<file path="config.mk">
export PLATFORM = sky130hd
export DESIGN_NAME = lcd_rgb
export DESIGN_NICKNAME = d
export VERILOG_FILES = /design/src/rtl/lcd_rgb.sv
export SDC_FILE = /design/constraint.sdc
export NUM_CORES = 1
export LEC_CHECK = 0
export BUFFER_PORTS_ARGS = -buffer_cell sky130_fd_sc_hd__buf_4
export CELL_PAD_IN_SITES_DETAIL_PLACEMENT = 1
export CELL_PAD_IN_SITES_GLOBAL_PLACEMENT = 2
export CORE_AREA = 3 3 92 94
export CTS_CLUSTER_SIZE = 14
export DETAILED_ROUTE_END_ITERATION = 8
export DIE_AREA = 0 0 95 97
export PLACE_DENSITY = 0.81
export SLEW_MARGIN = 0
export SYNTH_ARGS = -nofsm -noshare
export SYNTH_HDL_FRONTEND = slang
export SYNTH_SLANG_ARGS = --single-unit
</file>
<file path="constraint.sdc">
create_clock -name pclk -period 4.4 [get_ports pclk]
set_input_delay 0.22 -clock pclk [delete_from_list [all_inputs] [get_ports pclk]]
set_output_delay 0.22 -clock pclk [all_outputs]
set_load 0.02 [all_outputs]
</file>
<file path="src/rtl/lcd_rgb.sv">
// Game-boy style shade-to-RGB converter: a two-stage pipeline that maps 2-bit
// LCD shades to 6-bit colours and tracks pixel coordinates alongside them.
module lcd_rgb #(
    parameter int LAT = 2
) (
    input  logic       pclk,
    input  logic       rst_n,
    input  logic [1:0] pixel,
    input  logic       active,
    input  logic       hs,
    input  logic       vs,
    input  logic       tint,
    input  logic       scanlines,
    output logic [5:0] r,
    output logic [5:0] g,
    output logic [5:0] b,
    output logic       hs_o,
    output logic       vs_o,
    output logic       de_o,
    output logic [7:0] x,
    output logic [9:0] y
);

    logic [1:0]     pix1_q;
    logic           act1_q;
    logic [7:0]     x1_q;
    logic [9:0]     y1_q;
    logic [7:0]     colCnt_q, colCnt_d;
    logic [9:0]     lineCnt_q, lineCnt_d;
    logic           prevAct_q, prevVs_q;
    logic           tintL_q, scanL_q;
    logic [LAT-1:0] hsDly_q, vsDly_q;
    logic [5:0]     rOut_q, gOut_q, bOut_q;
    logic           deOut_q;
    logic [7:0]     xOut_q;
    logic [9:0]     yOut_q;
    logic [5:0]     rPal, gPal, bPal;
    logic           vsRise, actFall;

    assign vsRise  = vs & ~prevVs_q;
    assign actFall = prevAct_q & ~active;

    // A vs rise restarts the frame even when it coincides with a line end.
    always_comb begin
        colCnt_d  = 8'd0;
        lineCnt_d = lineCnt_q;
        if (active) begin
            colCnt_d = (colCnt_q == 8'hFF) ? colCnt_q : colCnt_q + 8'd1;
        end
        if (vsRise) begin
            lineCnt_d = 10'd0;
        end else if (actFall && (lineCnt_q != 10'h3FF)) begin
            lineCnt_d = lineCnt_q + 10'd1;
        end
    end

    always_comb begin
        rPal = 6'd0;
        gPal = 6'd0;
        bPal = 6'd0;
        if (tintL_q) begin
            case (pix1_q)
                2'd0:    begin rPal = 6'd38; gPal = 6'd47; bPal = 6'd3;  end
                2'd1:    begin rPal = 6'd34; gPal = 6'd43; bPal = 6'd3;  end
                2'd2:    begin rPal = 6'd12; gPal = 6'd24; bPal = 6'd12; end
                default: begin rPal = 6'd3;  gPal = 6'd14; bPal = 6'd3;  end
            endcase
        end else begin
            case (pix1_q)
                2'd0:    rPal = 6'd63;
                2'd1:    rPal = 6'd42;
                2'd2:    rPal = 6'd21;
                default: rPal = 6'd0;
            endcase
            gPal = rPal;
            bPal = rPal;
        end
        if (scanL_q && y1_q[0]) begin
            rPal = rPal >> 1;
            gPal = gPal >> 1;
            bPal = bPal >> 1;
        end
        if (!act1_q) begin
            rPal = 6'd0;
            gPal = 6'd0;
            bPal = 6'd0;
        end
    end

    always_ff @(posedge pclk or negedge rst_n) begin
        if (!rst_n) begin
            pix1_q    <= 2'd0;
            act1_q    <= 1'b0;
            x1_q      <= 8'd0;
            y1_q      <= 10'd0;
            colCnt_q  <= 8'd0;
            lineCnt_q <= 10'd0;
            prevAct_q <= 1'b0;
            prevVs_q  <= 1'b0;
            tintL_q   <= 1'b0;
            scanL_q   <= 1'b0;
            hsDly_q   <= '1;
            vsDly_q   <= '0;
            rOut_q    <= 6'd0;
            gOut_q    <= 6'd0;
            bOut_q    <= 6'd0;
            deOut_q   <= 1'b0;
            xOut_q    <= 8'd0;
            yOut_q    <= 10'd0;
        end else begin
            pix1_q    <= pixel;
            act1_q    <= active;
            x1_q      <= active ? colCnt_q : 8'd0;
            y1_q      <= lineCnt_q;
            colCnt_q  <= colCnt_d;
            lineCnt_q <= lineCnt_d;
            prevAct_q <= active;
            prevVs_q  <= vs;
            if (vsRise) begin
                tintL_q <= tint;
                scanL_q <= scanlines;
            end
            hsDly_q   <= {hsDly_q[LAT-2:0], hs};
            vsDly_q   <= {vsDly_q[LAT-2:0], vs};
            rOut_q    <= rPal;
            gOut_q    <= gPal;
            bOut_q    <= bPal;
            deOut_q   <= act1_q;
            xOut_q    <= x1_q;
            yOut_q    <= y1_q;
        end
    end

    assign r    = rOut_q;
    assign g    = gOut_q;
    assign b    = bOut_q;
    assign de_o = deOut_q;
    assign x    = xOut_q;
    assign y    = yOut_q;
    assign hs_o = hsDly_q[LAT-1];
    assign vs_o = vsDly_q[LAT-1];

endmodule

</file>
==> results of run 1 <==
==> worst paths after layout <==
| kind | start | end | slack [ns] | cells past startpoint |
|---|---|---|---|---|
| hold / removal | rst_n | r[3] | 0.03 | 1 |
| max in group asynchronous | rst_n | colCnt_q[3] | 3.75 | 1 |
| setup / recovery | lineCnt_q[0] | lineCnt_q[5] | 2.47 | 5 |
| hold reg to reg | y1_q[3] | y[3] | 0.35 | 0 |
| setup reg to reg | lineCnt_q[0] | lineCnt_q[5] | 2.47 | 5 |
| min in group pclk | scanlines | scanL_q | 0.06 | 3 |
==> worst max-delay path, cell delays in order (launching register included) <==
cell and delay [ns]:
dfrtp_1 0.43, ha_1 0.21, nand3_2 0.14, o41ai_4 0.74, or3_2 0.23, a21oi_1 0.06
==> registers in the layout, indices dropped and copies added (netlist names) <==
| register | flops |
|---|---|
| b | 6 |
| colCnt_q | 8 |
| de_o | 1 |
| g | 6 |
| hsDly_q | 2 |
| lineCnt_q | 10 |
| pix1_q | 2 |
| prevAct_q | 1 |
| r | 5 |
| scanL_q | 1 |
| tintL_q | 1 |
| vsDly_q | 2 |
| x | 8 |
| x1_q | 8 |
| y | 10 |
| y1_q | 10 |
==> final cells by class <==
class / count / area [sq um] / share of cell area (%)
clock buffer: 10 / 128 / 3.46
inverter: 10 / 37.5 / 1.02
tap: 102 / 128 / 3.46
clock inverter: 6 / 65.1 / 1.76
multi-input combinational: 145 / 912 / 24.7
sequential: 81 / 2030 / 55.0
timing repair buffer: 51 / 393 / 10.6
==> repair_timing <==
action | 4_1_cts | 5_1_grt
hold buffers | 4 | 0
gates resized for setup | 0 | 0
endpoints found under the setup margin | 0 | 0
endpoints found under the hold margin | 4 | 0
==> cell families (layout without fill, tap and decap cells) <==
family / Yosys count / in the layout
compound gates: 48 / 48
xor+xnor: 4 / 4
fa+ha+maj: 7 / 7
buf+inv: 18 / 77
flops: 81 / 81
mux: 2 / 2
simple gates: 84 / 84
==> stage by stage <==
step,total power [mW],worst slack [ns]
after floorplan,0.931,2.84
after global placement,1.01,2.57
after detailed placement,1.01,2.50
after CTS,1.56,2.47
after global routing,1.61,2.35
final,1.54,2.47
==> synthesized netlist by cell type (2+ instances only) <==
cell type  number  area [sq um]
o211a_1         2          20.0
clkbuf_1        5          18.8
a211oi_1        2          15.0
o21ai_0         7          35.0
dfrtp_1        79          1980
and2b_2         2          17.5
xnor2_1         2          17.5
nand2_1        26          97.6
nand3b_1        2          15.0
a311oi_1        2          17.5
ha_1            7          87.6
nor3_1          5          25.0
a21oi_1        16          80.1
nand3_1         5          25.0
dfstp_2         2          52.6
o21ai_1         3          15.0
nor2_1         17          63.8
o211ai_1        2          15.0
xor2_1          2          17.5
a31oi_1         3          18.8
or3_2           2          15.0
or4_1           3          22.5
inv_1           9          33.8
o21bai_1        2          15.0
buf_6           2          22.5
and2_1          8          50.1
nand3_2         2          20.0
nand2b_1        3          18.8
==> power by group through the flow <==
stage | combinational (mW) | sequential [mW] | clock, mW
6_report | 0.181 | 0.817 | 0.537
5_1_grt | 0.203 | 0.824 | 0.587
4_1_cts | 0.185 | 0.817 | 0.555
3_5_place_dp | 0.180 | 0.831 | 0
3_3_place_gp | 0.178 | 0.831 | 0
2_1_floorplan | 0.0769 | 0.854 | 0
==> layer usage <==
| metal | vias to the layer above | global-route usage [%] | share of wire [%] |
|---|---|---|---|
| met1 | 967 | 18.9 | 47 |
| met4 | 0 | 7.21 | 2.3 |
| li1 | 943 | - | - |
| met5 | - | 0 | 0 |
| met2 | 42 | 20.4 | 47 |
| met3 | 10 | 3.19 | 4.1 |
==> results.tsv, run 1 <==
stage	metric	value	unit
floorplan	die_w	95	um
layout	layout-drive-gt1-share	25.1	%
setup_path	endpoint_kind	flop	
grt	grt_max_degree	82	
route	vias_per_cell	4.84	
floorplan	io_pins	48	
layout	stdcell_area	0.00369	sq mm
placed_design	dp_cells	385	
clock_tree	path_clk_slew	0.09	ns
clock_tree	cts-root-buf	clkbuf_8	
clock_tree	cts_buffers	9	
synth	synth_xor_area_share	1.16	%
sta	fin_skew	0.00768	ns
setup_path	path_max_fanout	13	
synth	async_reset_ff_share	100	%
pwr	pwr-share-seq	53.2	%
pwr	p_sw_share	26.8	%
floorplan	die_area	0.00922	sq mm
grt	antenna_found_initial	0	
synth	synth_top_family_by_area	simple AND/OR/NAND/NOR gates	
status	status	completed	
route	wirelength	5780	um
layout	final_cells	405	
sta	rsz0062_at_grt	no	
setup_path	setup.worst_path.class	flop to flop	
pwr	powerDensity	416	mW/mm^2
clock_tree	postCtsSetupBuffers	0	
pwr	comb_power_share	11.8	%
sta	tns	0	ns
setup_path	start_kind	flop	
route	routed-via-count	1962	
placed_design	portBuffers	47	
grt	grt_pass1_wl	9830	um
clock_tree	clockBufferDepth	2	
synth	synth-edff-count	0	
synth	yosysSeqAreaShare	67.0	%
sta	max_slew_margin	34.9	%
pwr	power.switching	0.412	mW
layout	area_delta_synth_final	21.9	%
clock_tree	insertion_delay	0.35	ns
clock_tree	cts_tree	yes	
synth	synth.distinct_cells	50	
floorplan	core_area	0.00773	sq mm
placed_design	hpwlAfterDp	3820	um
sta	fin_crit_sh	43.8	%
layout	mostFrequentLayoutCell	dfrtp_1	
grt	overflow	0	
sta	tightest_slew	0.977	ns
synth	synthesis.nets	260	
grt	grt_pass1_vias	2017	
pwr	pwr-share-clk	35.0	%
pwr	peakVddDrop	0.171	mV
layout	layout_common_cells	dfrtp_1 (79), buf_4 (47), nand2_1 (26)	
synth	yosysWarnings	0	
floorplan	rows	32	
layout	n_antenna_cell	0	
synth	ys_dominant_reg_cell	dfrtp_1	
layout	num-fill-cells	820	
synth	netlist_instances	244	
placed_design	dpl-instance-area	0.00346	sq mm
clock_tree	cts_sinks	81	
synth	synth_area	0.00303	sq mm
sta	hold-worst-slack	0.0307	ns
layout	finalNetCount	314	
floorplan	start_util	39.2	%
synth	synth_compound_area_share	10.8	%
pwr	p_int	1.12	mW
grt	track_usage	13.8	%
route	drcViolationCount	0	
route	ant_nets	0	
synth	synth_fa_ha_area_share	2.89	%
clock_tree	htreeDepth	3	
synth	synthMuxAreaShare	0.702	%
synth	syn_avg_cell_area	12.4	sq um
sta	post-route-min-period	1.93	ns
setup_path	required	4.63	ns
sta	setup_violations	0	
job	max-cap-violations	0	
layout	utilization	47.8	%
route	wl_per_cell	14.3	um
floorplan	fp.dieH	97	um
route	drt_iter0_drc	42	
sta	hold_violations	0	
synth	synthSimpleGateAreaFrac	14.5	%
route	drt-pass1-iter-count	4	
pwr	power.leakage	1.82	nW
synth	synth_seq_cells	81	
sta	fmax	0.519	GHz
placed_design	gp_congestion	0.748	
setup_path	arrival	2.16	ns
sta	drv_slew	0	
hold_path	hold_class	input pin to async pin	
Power figures use the tool's default switching activity.
==> run 2: changes to the inputs <==
--- a/config.mk
+++ b/config.mk
@@ -8,11 +8,11 @@
 export BUFFER_PORTS_ARGS = -buffer_cell sky130_fd_sc_hd__buf_4
 export CELL_PAD_IN_SITES_DETAIL_PLACEMENT = 1
 export CELL_PAD_IN_SITES_GLOBAL_PLACEMENT = 2
-export CORE_AREA = 3 3 92 94
+export CORE_AREA = 3 3 100 102
 export CTS_CLUSTER_SIZE = 14
 export DETAILED_ROUTE_END_ITERATION = 8
-export DIE_AREA = 0 0 95 97
-export PLACE_DENSITY = 0.81
+export DIE_AREA = 0 0 103 105
+export PLACE_DENSITY = 0.72
 export SLEW_MARGIN = 0
 export SYNTH_ARGS = -nofsm -noshare
 export SYNTH_HDL_FRONTEND = slang
==> constraint.sdc (replaced) <==
create_clock -name pclk -period 1.76 [get_ports pclk]
set_input_delay 0.088 -clock pclk [delete_from_list [all_inputs] [get_ports pclk]]
set_output_delay 0.088 -clock pclk [all_outputs]
set_load 0.02 [all_outputs]
==> run 2 against run 1 <==
  * Via count up 3.0%
  * Maximum frequency up 15%
  * Global-route usage down 1.8 points
  * Sequential power up 150%
  * Combinational power rose to 2.9 times the previous value
  * Largest cell class unchanged
  * Clock skew down 0.00090 ns
  * Flip-flop and latch count unchanged
  * Critical path depth up 1
  * Clock power rose to 2.5 times the previous value
  * Hold slack better by 0.013 ns
  * Sequential share of layout area down 3.0 points
  * Cell area up 5.8%
  * Critical endpoint is now lineCnt_q[0]
  * Highest routed layer unchanged
==> results.tsv, run 2 (synthesized netlist as in run 1, its figures left out) <==
stage	metric	value	unit	change
clock_tree	htreeDepth	3		unchanged
setup_path	endpoint_kind	flop		
clock_tree	cts_tree	yes		
clock_tree	cts_buffers	9		unchanged
grt	track_usage	12.1	%	-1.8 points
hold_path	hold_class	input pin to flop		
floorplan	die_w	103	um	+8.4%
placed_design	portBuffers	47		unchanged
sta	fmax	0.596	GHz	+15%
route	drt_iter0_drc	52		+24%
sta	post-route-min-period	1.68	ns	-0.250 ns
floorplan	die_area	0.0108	sq mm	+17%
floorplan	start_util	32.9	%	-6.3 points
sta	fin_skew	0.00678	ns	-0.000902 ns
pwr	power.leakage	1.92	nW	+5.5%
floorplan	fp.dieH	105	um	+8.2%
layout	layout_common_cells	dfrtp_1 (79), buf_4 (64), nand2_1 (26)		
job	max-cap-violations	0		unchanged
sta	fin_ws	0.0824	ns	-2.39 ns
sta	setup_violations	0		unchanged
setup_path	critPathSlowestCell	o41ai_4		
clock_tree	clockBufferDepth	2		unchanged
grt	grt_pass1_wl	10300	um	+4.8%
status	status	completed		
setup_path	required	1.99	ns	-2.64 ns
grt	grt_pass1_vias	2120		+5.1%
layout	n_antenna_cell	0		unchanged
hold_path	whs_path_depth	2		
pwr	total_power	3.91	mW	+150%
setup_path	max_stage_delay	0.46	ns	-0.28 ns
floorplan	core_area	0.00920	sq mm	+19%
clock_tree	insertion_delay	0.35	ns	about the same
setup_path	reg2regPathDepth	6		+1
placed_design	pre_cts_slack	0.0629	ns	-2.44 ns
route	wl_per_cell	14.3	um	about the same
sta	fin_crit_sh	95.3	%	+52 points
route	drt-pass1-iter-count	4		unchanged
layout	final_cells	435		+7.4%
placed_design	dpl-instance-area	0.00361	sq mm	+4.4%
clock_tree	cts-root-buf	clkbuf_8		
sta	max_slew_margin	60.2	%	+25 points
pwr	peakVddDrop	0.329	mV	+92%
route	ant_nets	0		unchanged
sta	drv_slew	0		unchanged
grt	antenna_found_initial	0		unchanged
sta	hold-worst-slack	0.0437	ns	+0.0131 ns
clock_tree	cts_sinks	81		unchanged
route	vias_per_cell	4.65		-4.1%
setup_path	path_cells	ha_4 > nand3_4 > o41ai_4 > buf_4 > xor2_1 > nor2_1		
layout	utilization	42.5	%	-5.3 points
layout	area_delta_synth_final	29.0	%	
setup_path	setup.worst_path.class	flop to flop		
placed_design	gp_congestion	0.769		+2.8%
layout	finalNetCount	335		+6.7%
floorplan	io_pins	48		unchanged
pwr	powerDensity	1000	mW/mm^2	+140%
layout	layout-drive-gt1-share	29.6	%	+4.5 points
sta	tns	0	ns	unchanged
placed_design	hpwlAfterDp	4320	um	+13%
setup_path	path_max_fanout	7		-6
sta	hold_violations	0		unchanged
sta	tightest_slew	0.597	ns	-0.380 ns
grt	grt_max_degree	37		-55%
layout	mostFrequentLayoutCell	dfrtp_1		
grt	overflow	0		unchanged
route	routed-via-count	2021		+3.0%
setup_path	arrival	1.91	ns	-0.25 ns
floorplan	rows	35		+9.4%
setup_path	start_kind	flop		
placed_design	dp_cells	411		+6.8%
clock_tree	path_clk_slew	0.08	ns	about the same
route	wirelength	6210	um	+7.4%
route	drcViolationCount	0		unchanged
layout	stdcell_area	0.00391	sq mm	+5.8%
run 2: cell types whose count changed in the layout (fill, tap and decap cells not counted), sizes merged:
cell / before / now
buf: 47 / 65
dlygate4sd3: 4 / 7
inv: 11 / 10
clkinvlp: 1 / 2
run 2: cell type report:
cell class	instances	area, sq um
Multi-Input combinational cell	145	936
Clock inverter	6	67.6
Timing Repair Buffer	72	571
Sequential cell	81	2030
Fill cell	997	5290
Clock buffer	10	128
Tap cell	111	139
Inverter	10	37.5
run 2: routing by layer:
metal,routed length [um],vias to the layer above,GRT usage (%)
li1,-,987,-
met1,3000,985,16.3
met2,2860,42,18.1
met3,295,7,4.21
met4,53,0,3.89
met5,0,-,0
run 2: worst max-delay path, delay by kind of cell, from the launching register on:
family | cells | cell delay (ns)
adders and majority gates | 1 | 0.17
buffers and inverters | 1 | 0.22
AOI/OAI and AO/OA | 1 | 0.46
and+or+nand+nor | 2 | 0.14
DFF | 1 | 0.41
xor gates and xnor gates | 1 | 0.15
run 2: report_power, final:
group | leakage [nW] | switching, mW | internal [mW]
logic | 0.743 | 0.300 | 0.225
clock network | 0.0929 | 0.693 | 0.661
registers | 1.08 | 0.0657 | 1.97
total | 1.92 | 1.06 | 2.85
run 2: repair_timing:
action / CTS / global route
resized for setup: 0 / 4
buffers inserted: 0 / 1
endpoints found under the hold margin: 49 / 0
endpoints found under the setup margin: 0 / 3
hold buffers: 7 / 0
run 2: worst paths after layout:
| path | start | endpoint | slack (ns) |
|---|---|---|---|
| worst max-delay path | lineCnt_q[1] | lineCnt_q[0] | 0.08 |
| worst min-delay path | active | prevAct_q | 0.04 |
| worst max register to register | lineCnt_q[1] | lineCnt_q[0] | 0.08 |
| worst min register to register | y1_q[4] | y[4] | 0.35 |
| max in group asynchronous | rst_n | colCnt_q[5] | 0.97 |
| min in group asynchronous | rst_n | vsDly_q[1] | 0.20 |
==> run 3: changes to the inputs <==
--- a/config.mk
+++ b/config.mk
@@ -12,7 +12,7 @@
 export CTS_CLUSTER_SIZE = 14
 export DETAILED_ROUTE_END_ITERATION = 8
 export DIE_AREA = 0 0 103 105
-export PLACE_DENSITY = 0.72
+export PLACE_DENSITY_LB_ADDON = 0.1
 export SLEW_MARGIN = 0
 export SYNTH_ARGS = -nofsm -noshare
 export SYNTH_HDL_FRONTEND = slang
==> run 3 against run 2 <==
  * Sequential power about the same
  * Routed wire length about the same
  * Power increased by 1.7%
  * Combinational power about the same
  * Clock power increased by 6%
  * Utilization decreased by 0.082 points
  * Cell area decreased by 0.19%
  * Register-to-register slack improved by 0.04 ns
  * Highest routed layer unchanged
==> results.tsv, run 3 (synthesized netlist as in run 1, its figures left out) <==
stage	metric	value	unit	change
layout	seq_area	0.00203	sq mm	unchanged
clock_tree	htreeDepth	3		unchanged
floorplan	start_util	32.9	%	unchanged
sta	post-route-min-period	1.64	ns	-0.0356 ns
floorplan	die_area	0.0108	sq mm	unchanged
clock_tree	cts-root-buf	clkbuf_8		
placed_design	hpwlAfterDp	4370	um	+1.1%
floorplan	fp.dieH	105	um	unchanged
route	drt-pass1-iter-count	5		+1
setup_path	endpoint_kind	flop		
layout	layout-drive-gt1-share	29.7	%	+0.092 points
placed_design	dpl-instance-area	0.00361	sq mm	unchanged
hold_path	hold_class	input pin to flop		
setup_path	arrival	1.93	ns	+0.02 ns
layout	multiInputGateArea	918	sq um	-1.9%
status	status	completed		
sta	max_slew_margin	68.5	%	+8.3 points
layout	num-fill-cells	1013		+1.6%
pwr	powerDensity	1020	mW/mm^2	+1.9%
grt	grt_max_degree	37		unchanged
layout	mostFrequentLayoutCell	dfrtp_1		
route	wirelength	6210	um	about the same
route	routed-via-count	2066		+2.2%
floorplan	core_area	0.00920	sq mm	unchanged
setup_path	required	2.05	ns	+0.06 ns
setup_path	path_cells	ha_2 > nand3_2 > o41ai_4 > buf_4 > or4_1 > a21oi_2		
sta	setup_violations	0		unchanged
route	wl_per_cell	14.3	um	+0.31%
clock_tree	postCtsSetupBuffers	0		unchanged
clock_tree	path_clk_slew	0.09	ns	about the same
clock_tree	clockBufferDepth	2		unchanged
layout	finalNetCount	334		-0.30%
clock_tree	insertion_delay	0.35	ns	about the same
sta	fin_skew	0.00771	ns	+0.000930 ns
sta	tns	0	ns	unchanged
clock_tree	cts_tree	yes		
job	max-cap-violations	0		unchanged
layout	stdcell_area	0.00390	sq mm	-0.19%
route	ant_nets	0		unchanged
layout	layout_common_cells	dfrtp_1 (79), buf_4 (63), nand2_1 (26)		
floorplan	die_w	103	um	unchanged
setup_path	path_max_fanout	5		-2
placed_design	portBuffers	47		unchanged
floorplan	rows	35		unchanged
setup_path	start_kind	flop		
route	drcViolationCount	0		unchanged
sta	fmax	0.609	GHz	+2.2%
layout	area_delta_synth_final	28.8	%	
route	drt_iter0_drc	54		+3.8%
floorplan	io_pins	48		unchanged
grt	grt_pass1_wl	10600	um	+2.8%
setup_path	max_stage_delay	0.52	ns	+0.06 ns
sta	hold_violations	0		unchanged
grt	overflow	0		unchanged
pwr	peakVddDrop	0.368	mV	+12%
placed_design	gp_congestion	0.776		+0.88%
clock_tree	cts_sinks	81		unchanged
sta	hold-worst-slack	0.0453	ns	+0.00155 ns
sta	rsz0062_at_grt	no		
pwr	total_power	3.98	mW	+1.7%
setup_path	setup.worst_path.class	flop to flop		
clock_tree	cts_buffers	9		unchanged
pwr	power.leakage	1.92	nW	+0.34%
sta	drv_slew	0		unchanged
grt	track_usage	12.5	%	+0.39 points
route	vias_per_cell	4.76		+2.5%
setup_path	critPathSlowestCell	or4_1		
grt	grt_pass1_vias	2151		+1.5%
layout	utilization	42.4	%	-0.082 points
sta	fin_crit_sh	93.3	%	-2.0 points
sta	tightest_slew	0.472	ns	-0.125 ns
grt	antenna_found_initial	0		unchanged
layout	n_antenna_cell	0		unchanged
## run 3: final timing paths
| check | depth (start not counted) | to | slack [ns] | from |
|---|---|---|---|---|
| hold reg to reg | 0 | x[7] | 0.35 | x1_q[7] |
| hold / removal | 2 | prevAct_q | 0.05 | active |
| setup / recovery | 6 | lineCnt_q[7] | 0.12 | lineCnt_q[0] |
| max in group asynchronous | 3 | r[0] | 1.00 | rst_n |
| setup reg to reg | 6 | lineCnt_q[7] | 0.12 | lineCnt_q[0] |
| min in group asynchronous | 2 | y[6] | 0.19 | rst_n |
## run 3: final cells by class
cell class	count	area share [%]
timing repair buffer	71	14.4
clock inverter	6	1.92
sequential	81	52.0
clock buffer	10	3.53
inverter	10	0.962
tap	111	3.56
multi-input combinational	145	23.5
## run 3: through the flow
step,instances,setup WS (ns)
5_1_grt,434,0.0158
6_report,434,0.118
4_1_cts,434,0.0821
2_1_floorplan,244,0.201
3_5_place_dp,411,0.0993
3_3_place_gp,411,0.119
## run 3: where the power goes
| part | switching, mW | leakage, nW | internal (mW) |
|---|---|---|---|
| combinational | 0.305 | 0.737 | 0.218 |
| sequential | 0.0556 | 1.08 | 1.97 |
| clock | 0.717 | 0.105 | 0.714 |
| total | 1.08 | 1.92 | 2.90 |
## run 3: critical path: cells and delay by family, from the launching register on
family / cells / cell delay, ns
adder cells (fa/ha/maj): 1 / 0.19
buffers and inverters: 1 / 0.15
flip-flops: 1 / 0.39
AND/OR/NAND/NOR: 2 / 0.62
AO/OA/AOI/OAI: 2 / 0.23
## run 3: timing repair
action,4_1_cts,5_1_grt
endpoints found under the setup margin,0,1
hold buffers,7,0
resized for setup,0,2
hold endpoints to repair,39,0
## run 3: routing by layer
metal	GRT usage (%)	wire [um]
met2	18.1	2810
met1	17.7	3030
met5	0	0
met3	3.27	269
met4	4.72	109
